## config.mk

```make
export PLATFORM = sky130hd
export DESIGN_NAME = avalon_audio_fifo_slave
export DESIGN_NICKNAME = d
export VERILOG_FILES = /design/src/rtl/avalon_audio_fifo_slave.sv
export SDC_FILE = /design/constraint.sdc
export NUM_CORES = 1
export LEC_CHECK = 0
export CAP_MARGIN = 20
export CORE_ASPECT_RATIO = 1.4
export CORE_UTILIZATION = 40
export CTS_CLUSTER_DIAMETER = 150
export DETAILED_ROUTE_END_ITERATION = 8
export SYNTH_ARGS = -nofsm -noshare
export SYNTH_HDL_FRONTEND = slang
export SYNTH_SLANG_ARGS = --single-unit
```

## constraint.sdc

```tcl
create_clock -name sys_clk -period 3.31 [get_ports sys_clk]
set_input_delay 0.4965 -clock sys_clk [delete_from_list [all_inputs] [get_ports sys_clk]]
set_output_delay 0.4965 -clock sys_clk [all_outputs]
set_load 0.005 [all_outputs]
```

## src/rtl/avalon_audio_fifo_slave.sv

```systemverilog
// avalon_audio_fifo_slave
//   Avalon-MM slave that buffers audio samples written by the CPU and
//   drains them, in write order, onto a valid/ready stream toward the DAC.
//   A level-threshold interrupt requests a refill.
//
// Ports:
//   sys_clk        system clock
//   sys_rst        synchronous reset, active-high
//   avs_address    register word address (0 DATA, 1 STATUS, 2 CONTROL, 3 THRESHOLD)
//   avs_write      write strobe
//   avs_writedata  write data
//   avs_read       read strobe
//   avs_readdata   registered read data (latency 1, holds when not reading)
//   irq            level-sensitive refill request
//   st_valid       stream sample valid
//   st_ready       downstream ready
//   st_data        stream sample (FIFO head)
module avalon_audio_fifo_slave #(
    parameter int DATA_W     = 24,
    parameter int DEPTH      = 16,
    parameter int THRESH_RST = 8
) (
    input  logic              sys_clk,
    input  logic              sys_rst,
    input  logic [1:0]        avs_address,
    input  logic              avs_write,
    input  logic [31:0]       avs_writedata,
    input  logic              avs_read,
    output logic [31:0]       avs_readdata,
    output logic              irq,
    output logic              st_valid,
    input  logic              st_ready,
    output logic [DATA_W-1:0] st_data
);

    localparam int AW = $clog2(DEPTH);
    localparam logic [AW:0] FULL_LEVEL = (AW+1)'(DEPTH);

    logic [DATA_W-1:0] mem [DEPTH];
    logic [AW-1:0]     rd_ptr;
    logic [AW-1:0]     wr_ptr;
    logic [AW:0]       level;
    logic              overflow;
    logic              underflow;
    logic              enable;
    logic [7:0]        threshold;

    logic              wr_data;
    logic              wr_status;
    logic              wr_ctrl;
    logic              wr_thresh;
    logic              empty;
    logic              full;
    logic              pop;
    logic              push;
    logic              clear;
    logic              ovf_evt;
    logic              unf_evt;
    logic [AW:0]       level_nxt;
    logic              enable_nxt;
    logic [7:0]        thresh_nxt;
    logic              irq_nxt;
    logic [31:0]       status_word;
    logic [31:0]       rd_mux;

    always_comb begin
        wr_data   = avs_write && (avs_address == 2'd0);
        wr_status = avs_write && (avs_address == 2'd1);
        wr_ctrl   = avs_write && (avs_address == 2'd2);
        wr_thresh = avs_write && (avs_address == 2'd3);

        empty   = (level == '0);
        full    = (level == FULL_LEVEL);
        pop     = enable && !empty && st_ready;
        clear   = wr_ctrl && avs_writedata[1];
        // A pop in the same cycle frees the slot, so a full FIFO still accepts.
        push    = wr_data && (!full || pop);
        ovf_evt = wr_data && full && !pop;
        unf_evt = enable && st_ready && empty;

        level_nxt = level;
        if (clear) begin
            level_nxt = '0;
        end else if (push && !pop) begin
            level_nxt = level + 1'b1;
        end else if (pop && !push) begin
            level_nxt = level - 1'b1;
        end

        enable_nxt = wr_ctrl   ? avs_writedata[0]   : enable;
        thresh_nxt = wr_thresh ? avs_writedata[7:0] : threshold;
        irq_nxt    = enable_nxt && (9'(level_nxt) <= {1'b0, thresh_nxt});

        status_word = {16'h0000, 8'(level), 4'h0, underflow, overflow, full, empty};

        unique case (avs_address)
            2'd0:    rd_mux = '0;
            2'd1:    rd_mux = status_word;
            2'd2:    rd_mux = {31'd0, enable};
            default: rd_mux = {24'd0, threshold};
        endcase
    end

    // Storage is not reset; pointers and level define which entries are live.
    always_ff @(posedge sys_clk) begin
        if (!sys_rst && push) begin
            mem[wr_ptr] <= avs_writedata[DATA_W-1:0];
        end
    end

    always_ff @(posedge sys_clk) begin
        if (sys_rst) begin
            rd_ptr       <= '0;
            wr_ptr       <= '0;
            level        <= '0;
            overflow     <= 1'b0;
            underflow    <= 1'b0;
            enable       <= 1'b0;
            threshold    <= 8'(THRESH_RST);
            avs_readdata <= '0;
            irq          <= 1'b0;
        end else begin
            if (clear) begin
                rd_ptr <= '0;
                wr_ptr <= '0;
            end else begin
                if (pop)  rd_ptr <= rd_ptr + 1'b1;
                if (push) wr_ptr <= wr_ptr + 1'b1;
            end
            level <= level_nxt;

            // A new event in the same cycle as a W1C keeps the flag set.
            overflow  <= ovf_evt || (overflow  && !(wr_status && avs_writedata[2]));
            underflow <= unf_evt || (underflow && !(wr_status && avs_writedata[3]));

            enable    <= enable_nxt;
            threshold <= thresh_nxt;
            irq       <= irq_nxt;

            if (avs_read) begin
                avs_readdata <= rd_mux;
            end
        end
    end

    assign st_valid = enable && !empty;
    assign st_data  = mem[rd_ptr];

endmodule

```

==> summary.md, run 1 <==
| Metric | Value |
|---|---|
| Grt total ovfl | `0` |
| Depth of the CTS H-tree | `2` |
| Hold Crit Class | `flip-flop to flip-flop` |
| Root Driver | `clkbuf_16` |
| Initial Utilization | `40.5%` |
| Worst reg2reg setup slack | `0.54 ns` |
| Final cell area excluding filler cells | `19900 um^2` |
| Drt drc | `0` |
| Maximum vdd drop | `346 uV` |
| # clock sinks | `426` |
| Detail Route Antenna Nets | `0` |
| P per Cell Area | `548 nW/um^2` |
| Period utilization | `98.3%` |
| Setup slack after layout | `0.0559 ns` |
| PnR Total Power | `10.9 mW` |
| Async SR Flop Fraction | `0%` |
| Worst R2R End | `irq$_SDFF_PP0_` |
| WS Path Type | `flip-flop to primary output` |
| Dpl cell area | `18400 um^2` |
| Minimum clock period | `3.25 ns` |
| Port buffer count | `69` |
| CP required | `2.81 ns` |
| Relative slew slack | `47.5%` |
| Clock Power Share | `43.2%` |
| # fillers | `3424` |
| Internal power | `8.76 mW` |
| Synth warn | `0` |
| CP Max Fanout | `14` |
| Area growth syn-to-layout | `19.3%` |
| Critical Path Sink Type | `primary output` |
| Number of synthesized flops with an enable pin | `384` |
| Slew @ Worst Pin | `0.785 ns` |
| Critical path launch point type | `flip-flop` |
| Initial detailed-routing violation count | `498` |
| CTS Buf Count | `40` |
| Worst slack at placement | `0.116 ns` |
| # diodes | `0` |
| Post-Synthesis Cells | `805` |
| Syn_area_per_cell | `20.7 um^2` |
| Final Skew | `0.0172 ns` |
| Via count | `7861` |
| Post-synth cell types | `47` |
| CP arrival | `2.76 ns` |
| CP endpoint | `st_data[2]` |
| Die area | `42600 um^2` |
| Flop and latch count out of synthesis | `426` |
| Ys flop type | `edfxtp_1` |
| Dpl hpwl | `19.2 mm` |
| Hold Buf Count CTS | `0` |
| Leakage | `6.23 nW` |
| Core footprint | `41200 um^2` |
| Number of global-route vias before repair | `8397` |
| Global-route wire length before repair | `52.7 mm` |
| Layout cell share with drive strength beyond 1 | `27.5%` |
| Switching Fraction | `19.7%` |
| Core Util, Final | `48.4%` |
| Reg2Reg Depth | `12` |
| DR pass1 iterations | `5` |
| Die Width | `175 um` |
| DR vias/cell | `5.23` |
| Switching power of the nets | `2.15 mW` |
| Sequential group share of total power | `53.9%` |
| Max frequency | `307 MHz` |
| Endpoints failing hold | `0` |
| Gp weighted congestion | `0.784` |
| Setup violations, final | `0` |
| CTS tree | `yes` |
| Max Cap Viol | `0` |
| Final hold slack | `0.469 ns` |
| Most frequent cells in the layout | `384 x edfxtp_1, 120 x mux4_2, 59 x clkdlybuf4s50_1` |
| Initial antenna violation count | `0` |
| Final max-slew violation count | `0` |
| Clock Latency Late Sink | `0.54 ns` |
| Largest net degree at the start of global routing | `39` |
| Post-synthesis sequential area ratio | `74.1%` |
| Mapped cell area | `16700 um^2` |
| Worst R2R Start | `level[1]$_SDFF_PP0_` |
| Combinational share of power | `2.9%` |
| Most common cell after layout, fill and taps aside | `edfxtp_1` |
| Longest Clk Path Bufs | `3` |
| Gr usage total | `16.8%` |
| Post-DR wirelength/cell | `23.3 um` |
| Final #Nets | `983` |
| Die height | `244 um` |
| Clock transition at path regs | `0.06 ns` |
| # IOs | `97` |
| Number of core rows | `88` |
| Drt total wl | `35.0 mm` |
| Status | `completed` |
## power by group through the flow
stage / combinational, mW / sequential (mW) / clock (mW)
3_5_place_dp: 0.318 / 6.00 / 0
2_1_floorplan: 0.168 / 6.00 / 0
5_1_grt: 0.352 / 5.88 / 5.01
6_report: 0.318 / 5.88 / 4.71
3_3_place_gp: 0.313 / 6.00 / 0
4_1_cts: 0.318 / 5.88 / 4.80
## state kept, by name (all words and copies together), names as in the netlist, named ones only
signal        count
enable            1
underflow         1
rd_ptr            4
mem             384
irq               1
level             5
overflow          1
wr_ptr            4
avs_readdata     13
threshold         8
## worst min path at each step
stage / slack, ns / depth (start not counted) / endpoint / start
floorplan: 0.45 / 2 / threshold[7]$_SDFF_PP0_ / threshold[7]$_SDFF_PP0_
global placement: 0.46 / 2 / avs_readdata[2]$_SDFFE_PP0P_ / avs_readdata[2]$_SDFFE_PP0P_
detailed placement: 0.46 / 2 / avs_readdata[6]$_SDFFE_PP0P_ / avs_readdata[6]$_SDFFE_PP0P_
CTS: 0.48 / 2 / avs_readdata[8]$_SDFFE_PP0P_ / avs_readdata[8]$_SDFFE_PP0P_
global route: 0.49 / 2 / avs_readdata[10]$_SDFFE_PP0P_ / avs_readdata[10]$_SDFFE_PP0P_
finish: 0.47 / 2 / avs_readdata[6]$_SDFFE_PP0P_ / avs_readdata[6]$_SDFFE_PP0P_
## worst max-delay path, cell delays in order, from the launching register on
cell and delay, ns:
dfxtp_4 0.38, buf_12 0.14, buf_12 0.17, mux4_2 0.54
mux4_2 0.52, clkdlybuf4s50_1 0.47
## through the flow
step                      TNS (ns)  std cells
after floorplan                  0        823
after global placement           0       1424
after detailed placement         0       1424
after CTS                  -0.0851       1498
after global routing       -0.0173       1503
final                            0       1503
## Yosys cell counts, types with 3 or more instances
library cell	count	area, um^2
nand2b_1	12	75.1
ha_1	13	163
nand4_1	4	25.0
nor3b_1	3	22.5
edfxtp_1	384	11500
xor2_1	6	52.6
inv_1	6	22.5
nor2b_1	4	25.0
buf_2	17	85.1
nand3_1	17	85.1
buf_1	4	15.0
clkbuf_1	16	60.1
nand2_1	18	67.6
mux4_2	120	2700
and3_1	7	43.8
nor2_1	41	154
buf_8	4	60.1
buf_4	19	143
a21oi_1	21	105
xnor2_1	4	35.0
dfxtp_1	42	841
mux2_2	4	45.0
mux2i_1	6	60.1
## routing by layer
metal | track usage [%] | up-vias | part of all wire [%]
li1 | - | 3501 | -
met1 | 21.4 | 4139 | 41
met2 | 29.8 | 177 | 53
met3 | 2.26 | 44 | 3.8
met4 | 4.99 | 0 | 1.9
met5 | 0 | - | 0
## area by class of cell
cell class	instances	area, um^2	area share, %
clock inverter	24	265	1.33
sequential	426	12400	62.2
clock buffer	50	1090	5.48
tap	540	676	3.39
timing repair buffer	128	1410	7.09
multi-input combinational	329	4070	20.4
inverter	6	22.5	0.113
## repair_timing
item                       in CTS  in global routing
pin swaps                       0                  0
setup buffers                   0                  3
setup endpoints to repair      18                 12
gates cloned                    0                  2
gates resized for setup        15                  4
## logic make-up (layout without fill, tap and decap cells)
family | Yosys count | in the layout | share of synthesized area, %
other | 1 | 19 | 0.0225
adder cells (fa/ha/maj) | 13 | 13 | 0.974
buffers and inverters | 68 | 208 | 2.44
XOR/XNOR | 10 | 10 | 0.525
AO/OA/AOI/OAI | 37 | 37 | 1.43
AND/OR/NAND/NOR | 120 | 120 | 3.68
flip-flops | 426 | 426 | 74.1
multiplexers | 130 | 130 | 16.8
Note: power is estimated with default switching activity, not from simulation.
==> run 2: changes to the inputs <==
==> constraint.sdc (replaced) <==
create_clock -name sys_clk -period 3.4 [get_ports sys_clk]
set_input_delay 0.51 -clock sys_clk [delete_from_list [all_inputs] [get_ports sys_clk]]
set_output_delay 0.51 -clock sys_clk [all_outputs]
set_load 0.005 [all_outputs]
==> summary.md, run 2 (synthesis gave the netlist of run 1 again) <==
| Metric | Value |
|---|---|
| Number of global-route vias before repair | `8432` |
| Endpoints failing hold | `0` |
| Setup violations, final | `0` |
| Dpl hpwl | `20.0 mm` |
| Final max-slew violation count | `0` |
| CTS Buf Count | `41` |
| Status | `completed` |
| CP max stage delay | `0.50 ns` |
| Gp weighted congestion | `0.788` |
| CTS tree | `yes` |
| Relative slew slack | `49.8%` |
| Max FFs per register | `384` |
| Initial detailed-routing violation count | `494` |
| RSZ-0062 raised after global routing | `false` |
| WS Path Type | `flip-flop to primary output` |
| Number of core rows | `88` |
| Critical path launch point type | `flip-flop` |
| Die height | `244 um` |
| Depth of the CTS H-tree | `2` |
| Longest Clk Path Bufs | `3` |
| # diodes | `0` |
| Drt drc | `0` |
| Initial antenna violation count | `0` |
| Hold Crit Class | `flip-flop to flip-flop` |
| Setup TNS | `0 ns` |
| Most flop-heavy register | `mem` |
| Core footprint | `41200 um^2` |
| Maximum vdd drop | `378 uV` |
| Worst R2R End | `irq$_SDFF_PP0_` |
| Critical Path Sink Type | `primary output` |
| CP endpoint | `st_data[0]` |
| DR vias/cell | `5.24` |
| P per Cell Area | `546 nW/um^2` |
| CP Max Fanout | `6` |
| Grt total ovfl | `0` |
| Clock transition at path regs | `0.06 ns` |
| Port buffer count | `69` |
| Die Width | `175 um` |
| Worst R2R Start | `level[1]$_SDFF_PP0_` |
| Worst Hold Path Cells | `2` |
| Worst reg2reg setup slack | `0.47 ns` |
| Global-route wire length before repair | `52.0 mm` |
| Slowest-stage cell, CP | `mux4_2` |
| Most frequent cells in the layout | `384 x edfxtp_1, 120 x mux4_2, 69 x clkdlybuf4s50_1` |
| Detail Route Antenna Nets | `0` |
| Clock Latency Late Sink | `0.54 ns` |
| Final Skew | `0.0164 ns` |
| Reg2Reg Depth | `13` |
| Drt total wl | `34.2 mm` |
| Placed insts | `1428` |
| CP required | `2.89 ns` |
| Largest net degree at the start of global routing | `28` |
| CP arrival | `2.79 ns` |
| Layout cell share with drive strength beyond 1 | `27.5%` |
| Root Driver | `clkbuf_16` |
| Initial Utilization | `40.5%` |
| # IOs | `97` |
| Max Cap Viol | `0` |
| Die area | `42600 um^2` |
| CP Cell Sequence | `buf_4, buf_4, mux4_2, mux4_2, clkdlybuf4s50_1` |
| Gr usage total | `16.5%` |
| Slew @ Worst Pin | `0.751 ns` |
| Final #Nets | `986` |
| Non-filler cells, final | `1505` |
| # fillers | `3426` |
| DR pass1 iterations | `4` |
| Period utilization | `97.2%` |
| Final hold slack | `0.469 ns` |
| Largest regs | `mem x384, avs_readdata x13, threshold x8` |
| Area growth syn-to-layout | `19.1%` |
| Leakage | `6.23 nW` |
| Max frequency | `303 MHz` |
| Post-DR wirelength/cell | `22.7 um` |
| Via count | `7883` |
| Minimum clock period | `3.30 ns` |
| # clock sinks | `426` |
| Most common cell after layout, fill and taps aside | `edfxtp_1` |
## run 2: cell types whose count changed in the layout (fill, tap and decap cells not counted), sizes merged
cell and delta:
clkbuf -3, buf +4, bufinv +3, dlygate4sd2 -10, inv +1, clkinvlp -3, clkdlybuf4s50 +10
## run 2: layout make-up
type	count	area [um^2]	area share [%]
Inverter	6	22.5	0.113
Multi-Input combinational cell	329	4070	20.5
Timing Repair Buffer	130	1300	6.54
Sequential cell	426	12400	62.3
Tap cell	540	676	3.40
Clock buffer	49	1100	5.53
Clock inverter	25	330	1.66
## run 2: timing repair
action | CTS | global route
resized for setup | 2 | 0
setup endpoints to repair | 16 | 8
hold buffers | 0 | 0
cloned | 0 | 0
setup buffers | 2 | 1
## run 2: routing by layer
metal  global-route usage [%]  routed length, um  vias up
li1                         -                  -     3512
met1                     20.4              13900     4145
met2                     29.9              18100      178
met3                     2.31               1520       48
met4                     4.78                683        0
met5                        0                  0        -
## run 2: worst min path at each step
| stage | end | slack (ns) | start |
|---|---|---|---|
| 2_1_floorplan | threshold[7]$_SDFF_PP0_ | 0.45 | threshold[7]$_SDFF_PP0_ |
| 3_3_place_gp | avs_readdata[6]$_SDFFE_PP0P_ | 0.46 | avs_readdata[6]$_SDFFE_PP0P_ |
| 3_5_place_dp | avs_readdata[10]$_SDFFE_PP0P_ | 0.46 | avs_readdata[10]$_SDFFE_PP0P_ |
| 4_1_cts | avs_readdata[2]$_SDFFE_PP0P_ | 0.47 | avs_readdata[2]$_SDFFE_PP0P_ |
| 5_1_grt | avs_readdata[10]$_SDFFE_PP0P_ | 0.48 | avs_readdata[10]$_SDFFE_PP0P_ |
| 6_report | avs_readdata[3]$_SDFFE_PP0P_ | 0.47 | avs_readdata[3]$_SDFFE_PP0P_ |
## run 2: where the power goes
group	leakage (nW)	total [mW]	internal [mW]	switching, mW
Sequential	3.79	5.73	5.72	0.0128
Combinational	1.75	0.308	0.134	0.174
Clock	0.689	4.82	2.92	1.91
Total	6.23	10.9	8.77	2.09
## run 2: through the flow
stage | utilization [%] | worst slack (ns) | power [mW] | area [um^2]
5_1_grt | 48.3 | 0.0143 | 11.2 | 19900
4_1_cts | 48.2 | 0.00393 | 11.0 | 19900
3_5_place_dp | 44.7 | 0.171 | 6.15 | 18400
3_3_place_gp | 44.7 | 0.187 | 6.14 | 18400
6_report | 48.3 | 0.0961 | 10.9 | 19900
2_1_floorplan | - | 0.350 | 6.00 | 16800
## run 2: critical path, delay by kind of cell, from the launching register on
family / cells / cell delay, ns
muxes: 2 / 0.98
DFF: 1 / 0.45
buffers and inverters: 3 / 0.83
==> run 3: changes to the inputs <==
--- a/config.mk
+++ b/config.mk
@@ -5,11 +5,13 @@
 export SDC_FILE = /design/constraint.sdc
 export NUM_CORES = 1
 export LEC_CHECK = 0
+export ABC_CLOCK_PERIOD_IN_PS = 3400
 export CAP_MARGIN = 20
 export CORE_ASPECT_RATIO = 1.4
 export CORE_UTILIZATION = 40
 export CTS_CLUSTER_DIAMETER = 150
 export DETAILED_ROUTE_END_ITERATION = 8
+export SETUP_SLACK_MARGIN = 0.05
 export SYNTH_ARGS = -nofsm -noshare
 export SYNTH_HDL_FRONTEND = slang
 export SYNTH_SLANG_ARGS = --single-unit
==> summary.md, run 3 (synthesis gave the netlist of run 1 again) <==
| Metric | Value |
|---|---|
| Status | `completed` |
| Most flop-heavy register | `mem` |
| Clock transition at path regs | `0.06 ns` |
| Max Cap Viol | `0` |
| Switching Fraction | `19.3%` |
| Max frequency | `303 MHz` |
| Critical path launch point type | `flip-flop` |
| Port buffer count | `69` |
| Relative slew slack | `50.0%` |
| Core footprint | `41200 um^2` |
| Gp weighted congestion | `0.788` |
| CP Max Fanout | `11` |
| Slew @ Worst Pin | `0.748 ns` |
| Critical Path Sink Type | `primary output` |
| Layout cell share with drive strength beyond 1 | `28.0%` |
| DR pass1 iterations | `5` |
| Dpl hpwl | `20.0 mm` |
| # IOs | `97` |
| Endpoints failing hold | `0` |
| Root Driver | `clkbuf_16` |
| CP arrival | `2.79 ns` |
| Largest net degree at the start of global routing | `28` |
| Period utilization | `97.0%` |
| GRT met1 Usage | `20.7%` |
| Die height | `244 um` |
| Depth of the CTS H-tree | `2` |
| Initial Utilization | `40.5%` |
| P per Cell Area | `542 nW/um^2` |
| Global-route wire length before repair | `52.4 mm` |
| Die area | `42600 um^2` |
| Largest regs | `mem x384, avs_readdata x13, threshold x8` |
| RSZ-0062 raised after global routing | `true` |
| CP required | `2.89 ns` |
| Longest Clk Path Bufs | `3` |
| Initial antenna violation count | `0` |
| Post-DR wirelength/cell | `22.7 um` |
| CTS tree | `yes` |
| Most common cell after layout, fill and taps aside | `edfxtp_1` |
| Gr usage total | `16.6%` |
| Final #Nets | `993` |
| DR vias/cell | `5.26` |
| Setup violations, final | `0` |
| Area growth syn-to-layout | `20.0%` |
| Drt drc | `0` |
| Number of core rows | `88` |
| Initial detailed-routing violation count | `539` |
| Hold Buf Count CTS | `0` |
| Met3 track demand over resource | `2.31%` |
| # fillers | `3412` |
| PnR Total Power | `10.9 mW` |
| Met2 global-route usage | `30.0%` |
| Detail Route Antenna Nets | `0` |
| Minimum clock period | `3.30 ns` |
| Clock Power Share | `44.4%` |
| Internal power | `8.77 mW` |
| GR peak layer | `met2` |
| Final max-slew violation count | `0` |
| Number of global-route vias before repair | `8465` |
| # diodes | `0` |
| Core Util, Final | `48.7%` |
| Grt total ovfl | `0` |
| Via count | `7947` |
| Maximum vdd drop | `378 uV` |
| Sequential group share of total power | `52.7%` |
| CTS Buf Count | `41` |
| WS Path Type | `flip-flop to primary output` |
| Combinational share of power | `2.9%` |
| Drt total wl | `34.4 mm` |
| Switching power of the nets | `2.09 mW` |
| Hold Crit Class | `flip-flop to flip-flop` |
| # clock sinks | `426` |
| Most frequent cells in the layout | `384 x edfxtp_1, 120 x mux4_2, 66 x clkdlybuf4s50_1` |
| Final Skew | `0.0165 ns` |
| Die Width | `175 um` |
| Setup TNS | `0 ns` |
| Clock Latency Late Sink | `0.54 ns` |
| Max FFs per register | `384` |
| Leakage | `6.31 nW` |
run 3: cell types whose count changed in the layout (fill, tap and decap cells not counted), sizes merged:
cell,before,now
clkbuf,49,50
buf,61,66
clkdlybuf4s50,69,66
bufbuf,0,1
dlygate4sd2,0,3
run 3: repair_timing:
action,CTS,global route
setup endpoints to repair,23,13
cloned,1,1
pin swaps,0,0
setup buffers,8,0
resized for setup,6,2
run 3: per-layer routing:
metal / up-vias / share of wire [%]
li1: 3532 / -
met1: 4202 / 41
met4: 0 / 2.0
met5: - / 0
met3: 49 / 3.9
met2: 164 / 53
run 3: power groups by stage:
stage                     registers, mW  logic [mW]  clock network (mW)
after floorplan                    5.84       0.164                   0
after global placement             5.84       0.303                   0
after detailed placement           5.84       0.310                   0
after CTS                          5.73       0.315                4.93
after global routing               5.73       0.347                5.11
final                              5.73       0.313                4.82
run 3: path summary, 6_finish.rpt:
kind,startpoint,endpoint,slack [ns],cells past startpoint
setup / recovery,flip-flop,st_data[14],0.10,5
hold / removal,avs_readdata[3]$_SDFFE_PP0P_,avs_readdata[3]$_SDFFE_PP0P_,0.47,2
setup reg to reg,level[1]$_SDFF_PP0_,irq$_SDFF_PP0_,0.47,13
hold reg to reg,avs_readdata[3]$_SDFFE_PP0P_,avs_readdata[3]$_SDFFE_PP0P_,0.47,2
run 3: metrics by stage:
step	hold slack, ns	worst slack (ns)	cell area (um^2)	cells
floorplan	0.450	0.350	16800	823
global placement	0.458	0.187	18400	1428
detailed placement	0.459	0.171	18400	1428
CTS	0.474	0.0426	20000	1511
global route	0.485	0.00708	20000	1512
finish	0.470	0.101	20000	1512
run 3: critical path: stages, from the launching register on:
cell	delay, ns
dfxtp_4	0.37
buf_12	0.14
bufbuf_16	0.30
mux4_2	0.50
mux4_2	0.48
clkdlybuf4s50_1	0.46
run 3: final cells by class:
type / instances / area, um^2 / area share, %
multi-input cells: 329 / 4070 / 20.3
clock buffers: 49 / 1100 / 5.48
clock inverters: 25 / 330 / 1.65
well taps: 540 / 676 / 3.37
repair buffers: 137 / 1460 / 7.29
inverters: 6 / 22.5 / 0.112
flip-flops and latches: 426 / 12400 / 61.8
==> RTL edit (settings of run 1) <==
Change the parameter `THRESH_RST` from 8 to 6.
--- a/src/rtl/avalon_audio_fifo_slave.sv
+++ b/src/rtl/avalon_audio_fifo_slave.sv
@@ -18,7 +18,7 @@
 module avalon_audio_fifo_slave #(
     parameter int DATA_W     = 24,
     parameter int DEPTH      = 16,
-    parameter int THRESH_RST = 8
+    parameter int THRESH_RST = 6
 ) (
     input  logic              sys_clk,
     input  logic              sys_rst,
Formal check against the unedited RTL: not equivalent (a bounded check fails within 4 cycles, from zero or initial values and one cycle with sys_rst high).
==> RTL edit against run 1 <==
- power down 3.4%
- synthesized cell count unchanged
- critical path depth up 1
- worst setup slack improved by 22 ps
- wire length shrank 3.7%
- sequential cell count unchanged
- via count is 0.93% higher
- area after synthesis barely moved
- clock skew decreased by 2.5 ps
- final area decreased by 0.58%
==> RTL edit: results (changes against run 1) <==
| Metric | Value |
|---|---|
| Fin crit period | 3230 ps (-22.4 ps) |
| Vias | 7934 (+0.93%) |
| CP endpoint | st_data[13] |
| H-tree depth | 2 (unchanged) |
| Crit path arrival time | 2740 ps (-20 ps) |
| Initial DRC count | 524 (+5.2%) |
| HPWL Detailed | 20.4 mm (+5.9%) |
| Clk_skew | 14.7 ps (-2.50 ps) |
| Fillers | 3404 (-0.58%) |
| Vias in the first global route | 8463 (+0.79%) |
| Worst-path maximum fanout | 10 (-4) |
| Synth top area cells | edfxtp_1 69%, mux4_2 16%, dfxtp_1 5.0% |
| Worst R2R Path Depth | 13 (+1) |
| Largest net degree at the start of global routing | 49 (+26%) |
| Hold endpoint | avs_readdata[7] |
| Drt pass-1 iters | 4 (-1) |
| Share of post-route cells with drive strength above 1 | 27.5% (-0.067 points) |
| Reg2Reg Launch Point | level[0] |
| Routed len/inst | 22.3 µm (-4.1%) |
| Synth top cells by count | 384 x edfxtp_1, 120 x mux4_2, 42 x dfxtp_1 |
| Worst vdd ir | 0.418 mV (+21%) |
| Internal Pwr Total | 8470 µW (-3.3%) |
| Dpl cell area | 18400 µm² (about the same) |
| Slowest Stage Delay on Critical Path | 510 ps (-30 ps) |
| Sequential share of the synthesized area | 74.1% (about the same) |
| Largest delay share family, worst path | multiplexers |
| Hold path start | avs_readdata[7] |
| Part of the power in registers | 55.8% (+1.9 points) |
| Outcome | finished clean |
| First-pass GRT wire length | 51.9 mm (-1.4%) |
| Placement Setup Slack | 122 ps (+5.61 ps) |
| Final #Nets | 989 (+0.61%) |
| Rel. slew slack | 46.1% (-1.5 points) |
-- RTL edit: cell types whose count changed after synthesis --
cell | run 1 | this run
clkbuf_1 | 16 | 18
buf_1 | 4 | 2
nor2_1 | 41 | 40
nand2b_1 | 12 | 13
-- RTL edit: kinds of logic (layout without fill, tap and decap cells) --
kind of cell	count (synthesis)	in the layout	synth area share, %
and+or+nand+nor	120	120	3.69
muxes	130	130	16.8
DFF	426	426	74.1
AOI/OAI and AO/OA	37	37	1.43
adders and majority gates	13	13	0.974
buffers and inverters	68	214	2.44
other	1	19	0.0225
xor gates and xnor gates	10	10	0.525
-- RTL edit: repair_timing --
action                     4_1_cts  5_1_grt
resized for setup               17       10
gates cloned                     1        0
setup buffers                    6        0
setup endpoints to repair       19       10
-- RTL edit: layout make-up --
cell class	instances	area, µm²	share of cell area [%]
sequential	426	12400	62.5
multi-input combinational	329	4080	20.6
timing repair buffer	134	1400	7.08
clock buffer	57	1130	5.69
tap	540	676	3.41
clock inverter	17	119	0.600
inverter	6	22.5	0.114
-- RTL edit: routing by layer --
layer	up-vias	routed length, µm	track usage [%]
li1	3516	-	-
met1	4200	13800	20.7
met3	46	1300	2.37
met5	-	0	0
met2	172	18000	29.4
met4	0	621	4.48
-- RTL edit: per-stage QoR --
| step | util, % | total power (µW) | hold WS [ps] | cells |
|---|---|---|---|---|
| 3_3_place_gp | 44.8 | 6310 | 459 | 1429 |
| 4_1_cts | 48.0 | 10700 | 473 | 1509 |
| 3_5_place_dp | 44.8 | 6310 | 461 | 1429 |
| 5_1_grt | 48.1 | 10900 | 494 | 1509 |
| 2_1_floorplan | - | 6160 | 450 | 823 |
| 6_report | 48.1 | 10500 | 473 | 1509 |
